[src/rtl/hex_to_seven_seg.sv]
// Hex digit to seven-segment decoder (common-anode, segments active low).
//   hex : 4-bit value to display
//   seg : segment drives {g, f, e, d, c, b, a}, 0 = segment lit
module hex_to_seven_seg (
  input  logic [3:0] hex,
  output logic [6:0] seg
);

  always_comb begin
    seg = 7'h7F;
    case (hex)
      4'h0: seg = 7'h40;
      4'h1: seg = 7'h79;
      4'h2: seg = 7'h24;
      4'h3: seg = 7'h30;
      4'h4: seg = 7'h19;
      4'h5: seg = 7'h12;
      4'h6: seg = 7'h02;
      4'h7: seg = 7'h78;
      4'h8: seg = 7'h00;
      4'h9: seg = 7'h10;
      4'hA: seg = 7'h08;
      4'hB: seg = 7'h03;
      4'hC: seg = 7'h46;
      4'hD: seg = 7'h21;
      4'hE: seg = 7'h06;
      4'hF: seg = 7'h0E;
      default: seg = 7'h7F;
    endcase
  end

endmodule

[config.mk]
export PLATFORM = sky130hd
export DESIGN_NAME = hex_to_seven_seg
export DESIGN_NICKNAME = d
export VERILOG_FILES = /design/src/rtl/hex_to_seven_seg.sv
export SDC_FILE = /design/constraint.sdc
export NUM_CORES = 1
export LEC_CHECK = 0
export CAP_MARGIN = 20
export CORE_AREA = 3 3 40 42
export DETAILED_ROUTE_END_ITERATION = 7
export DIE_AREA = 0 0 43 45
export PLACE_DENSITY = 0.49
export RECOVER_POWER = 50
export SLEW_MARGIN = 15
export SYNTH_ARGS = -nofsm -noshare
export SYNTH_HDL_FRONTEND = slang
export SYNTH_SLANG_ARGS = --single-unit
[constraint.sdc]
create_clock -name vclk -period 2.53
set_input_delay 0.506 -clock vclk [all_inputs]
set_output_delay 0.506 -clock vclk [all_outputs]
set_load 0.005 [all_outputs]
==> flow_summary.json, run 1 <==
{
  "status": "completed",
  "endpoint_kind": "output pin",
  "dieHeight_um": 45,
  "top_usage_layer": "met2",
  "ys.warnings.count": 0,
  "max_slew_margin_pct": 87.3,
  "cp_max_fo": 4,
  "coreArea_um2": 1280,
  "start_util_pct": 21.4,
  "clock_buffers": 0,
  "io_buffer_count": 11,
  "fp-row-count": 13,
  "drv_slew": 0,
  "seq_cell_count": 0,
  "synth.distinct_cells": 15,
  "worst_pin_slew_ps": 190,
  "period_needed_ps": 2430,
  "placed_cells": 69,
  "viasPerCell": 4.26,
  "worstHoldPathType": "primary input to output pin",
  "drive_above_1_share_pct": 33.3,
  "avgSynthCellArea_um2": 8.60,
  "vias": 294,
  "power_density_nw_per_um2": 152,
  "fin_util_pct": 37.4,
  "synthesis.area_um2": 275,
  "fmaxAchievable_ghz": 0.411,
  "nets": 67,
  "arrival_ps": 1920,
  "die_w_um": 43,
  "final_cells": 69,
  "hpwl_um": 550,
  "ant_nets": 0,
  "required_ps": 2020,
  "drc_errors": 0,
  "start_kind": "primary input",
  "syn_inst": 32,
  "first_pass_iters": 2,
  "power_uw": 73.2,
  "grt.met1_usage_pct": 9.81,
  "grt_max_degree": 11,
  "synth_fp_nets": 43,
  "dieArea_um2": 1940,
  "setup_viol": 0,
  "postRouteWirelength_um": 630,
  "ir_drop_v": 0.0000511,
  "overflow": 0,
  "avgRoutedWirePerCell_um": 9.13,
  "area.growth.synth_to_final_pct": 74.5,
  "grt_pass1_vias": 258,
  "fin_crit_sh_pct": 96.1,
  "antenna_found_initial": 0,
  "multi_input_area_um2": 250,
  "placed_cell_area_um2": 485,
  "post-cts-setup-buffers": 0,
  "drt-initial-drc-count": 3,
  "grt_pass1_wl_mm": 1.09,
  "crit_type": "primary input to output pin",
  "met2_usage_pct": 12.0,
  "hold_slack_ps": 1780,
  "maxCapViolCount": 0,
  "p_leak_uw": 0.000256,
  "antenna_cells": 0,
  "pin_count": 11,
  "yosysSeqAreaShare_pct": 0,
  "fin_area_um2": 480,
  "fillCellCount": 144,
  "grt_setup_unrepaired": "false",
  "gr-usage-met3_pct": 0,
  "grt_use_total_pct": 6.73,
  "seqCellArea_um2": 0,
  "gp_congestion": 0.771,
  "hold_viol_final": 0
}
-- worst paths after layout --
check      to  cells past startpoint   start  slack, ps
max    seg[1]                      7  hex[0]        100
min    seg[6]                      5  hex[1]       1780
-- cells in the final DEF (no fill, tap or decap), drive strengths merged --
cell           instances
clkdlybuf4s25          1
ha                     7
inv                    3
nand2                  1
nor2                   5
mux2                   1
mux4                   1
a21oi                  1
a22o                   2
buf                   13
clkdlybuf4s50          4
and2b                  1
or3b                   1
dlygate4sd2            6
mux2i                  4
a32o                   1
o21ai                  2
-- cell usage after synthesis (all sizes together) --
cell type | number | area, µm²
mux2i | 4 | 40.0
nor2 | 5 | 18.8
o21ai | 2 | 10.0
a21oi | 1 | 5.00
ha | 7 | 87.6
and2b | 1 | 8.76
mux2 | 1 | 11.3
a22o | 2 | 17.5
nand2 | 1 | 3.75
mux4 | 1 | 26.3
a32o | 1 | 10.0
inv | 3 | 11.3
or3b | 1 | 8.76
buf | 2 | 16.3
-- kinds of logic after synthesis --
kind of cell | share of synthesized area [%]
muxes | 28.2
and+or+nand+nor | 14.5
AOI/OAI and AO/OA | 15.5
buffers and inverters | 10.0
adders and majority gates | 31.8
-- report_power, final --
part           leakage [µW]  switching [µW]  internal [µW]
combinational      0.000256            28.0           45.3
clock                     0               0              0
sequential                0               0              0
-- metrics by stage --
stage	TNS [ps]	worst slack (ps)
3_5_place_dp	-1620	-399
4_1_cts	0	90.2
3_3_place_gp	-1600	-364
5_1_grt	0	31.3
6_report	0	99.2
2_1_floorplan	0	586
-- worst max-delay path, cell delays in order --
cell,delay [ps]
dlygate4sd2_1,250
inv_2,70
ha_1,280
inv_1,50
mux2i_1,130
a32o_1,140
clkdlybuf4s50_1,500
-- repair_timing --
item                                    in CTS  in global routing
endpoints found under the setup margin       7                  0
hold buffers                                 0                  0
gates resized for setup                     11                  0
-- cell type report --
cell class                      instances  share of cell area (%)
Tap cell                               15                    3.91
Timing Repair Buffer                   24                    41.7
Multi-Input combinational cell         27                    52.1
Inverter                                3                    2.34
-- metal layers --
metal  vias to the layer above  share of wire, %
met5                         -                 0
met4                         0                 0
met3                         0               4.1
met2                         6                44
met1                       128                51
li1                        160                 -
No activity file was read; power rests on OpenSTA's default activity.
==> inputs of run 2 (changes only) <==
--- a/config.mk
+++ b/config.mk
@@ -9,6 +9,7 @@
 export CORE_AREA = 3 3 40 42
 export DETAILED_ROUTE_END_ITERATION = 7
 export DIE_AREA = 0 0 43 45
+export GPL_TIMING_DRIVEN = 1
 export PLACE_DENSITY = 0.49
 export RECOVER_POWER = 50
 export SLEW_MARGIN = 15
==> constraint.sdc (replaced) <==
create_clock -name vclk -period 2.53
set_input_delay 0.506 -clock vclk [all_inputs]
set_output_delay 0.506 -clock vclk [all_outputs]
set_load 0.05 [all_outputs]
==> run 2 against run 1 <==
Cell count shrank 4.3%. Sequential cell count did not move. Core utilization up 1.9 points. Worst hold slack worse by 38 ps. Clock-buffer cell count unchanged. Sequential share of layout area did not move. Via count is 5.1% lower. Critical path depth shrank 2. Fmax shrank 0.67%. Critical path type unchanged.
==> flow_summary.json, run 2 (synthesis gave the netlist of run 1 again) <==
{
  "fin_crit_sh_pct": 96.7,
  "fin_util_pct": 39.3,
  "power_density_nw_per_um2": 254,
  "final_common_cell": "buf_4",
  "antenna_found_initial": 0,
  "swShare_pct": 53.0,
  "overflow": 0,
  "grt_max_degree": 11,
  "start_util_pct": 21.4,
  "dieHeight_um": 45,
  "viasPerCell": 4.23,
  "endpoint_kind": "output pin",
  "first_pass_iters": 2,
  "grt_use_total_pct": 7.48,
  "combPwrFrac_pct": 100.0,
  "drc_errors": 0,
  "gp_congestion": 0.794,
  "grt_setup_unrepaired": "false",
  "ir_drop_v": 0.0000982,
  "seq_cell_count": 0,
  "met2_usage_pct": 12.9,
  "period_needed_ps": 2450,
  "hpwl_um": 573,
  "hold_slack_ps": 1740,
  "avgRoutedWirePerCell_um": 9.97,
  "grt_pass1_vias": 286,
  "seqCellArea_um2": 0,
  "power_frac_seq_pct": 0,
  "worstHoldPathType": "primary input to output pin",
  "crit_type": "primary input to output pin",
  "required_ps": 2020,
  "nets": 64,
  "ant_nets": 0,
  "grt.met1_usage_pct": 11.2,
  "arrival_ps": 1940,
  "placed_cells": 66,
  "cp_max_fo": 5,
  "drive_above_1_share_pct": 45.1,
  "setup_viol": 0,
  "io_buffer_count": 11,
  "cts_hold_buf": 0,
  "maxCapViolCount": 0,
  "hold_viol_final": 0,
  "grt_pass1_wl_mm": 1.19,
  "tns_ps": 0,
  "drt-initial-drc-count": 2,
  "p_leak_uw": 0.000257,
  "area.growth.synth_to_final_pct": 83.6,
  "p_sw_uw": 67.9,
  "status": "completed",
  "pre_cts_ws_ps": -129,
  "fillCellCount": 135,
  "hold_path_depth": 4,
  "post-cts-setup-buffers": 0,
  "worst_pin_slew_ps": 328,
  "final_cell_mix": "10 x buf_4, 6 x ha_1, 5 x nor2_1, 5 x buf_12, 4 x mux2i_1",
  "dieArea_um2": 1940,
  "clock_buffers": 0,
  "coreArea_um2": 1280,
  "start_kind": "primary input",
  "max_slew_margin_pct": 77.9,
  "fmaxAchievable_ghz": 0.409,
  "pin_count": 11,
  "postRouteWirelength_um": 658,
  "p_int_uw": 60.3,
  "fp-row-count": 13,
  "antenna_cells": 0,
  "top_usage_layer": "met2",
  "finalWorstSetupSlack_ps": 82.9,
  "p_clk_share_pct": 0,
  "vias": 279,
  "final_cells": 66,
  "drv_slew": 0,
  "gr-usage-met3_pct": 0,
  "die_w_um": 43
}
-- run 2: cell count changes in the layout (fill, tap and decap cells not counted), sizes merged --
cell	previous run	this run
buf	13	15
clkdlybuf4s50	4	2
dlygate4sd2	6	2
clkdlybuf4s25	1	0
clkbuf	0	2
-- run 2: cell type report --
class                      instances  area (µm²)  area share (%)
inverter                           3        11.3            2.23
multi-input combinational         27         250            49.5
tap                               15        18.8            3.71
timing repair buffer              21         225            44.6
-- run 2: power by group through the flow --
stage	logic (µW)	registers, µW	clock network, µW
floorplan	68.1	0	0
detailed placement	129	0	0
global route	137	0	0
finish	128	0	0
CTS	132	0	0
global placement	129	0	0
-- run 2: worst paths after layout --
kind                  slack [ps]    from     end
worst max-delay path          80  hex[3]  seg[6]
worst min-delay path        1740  hex[1]  seg[1]
-- run 2: repair_timing --
action	CTS	global route
endpoints found under the hold margin	0	0
gates resized for setup	8	0
setup endpoints to repair	3	0
-- run 2: critical path: stages --
cell             delay (ps)
clkdlybuf4s50_1         590
buf_4                   160
mux2_2                  320
a22o_1                  170
buf_4                   180
-- run 2: stage by stage --
stage / area [µm²] / total power, µW
after global routing: 505 / 137
after floorplan: 275 / 68.1
final: 505 / 128
after CTS: 512 / 132
after detailed placement: 508 / 129
after global placement: 508 / 129
-- run 2: per-layer routing --
| layer | up-vias | wire length, µm |
|---|---|---|
| li1 | 153 | - |
| met2 | 6 | 293 |
| met4 | 0 | 0 |
| met3 | 0 | 31 |
| met1 | 120 | 333 |
| met5 | - | 0 |
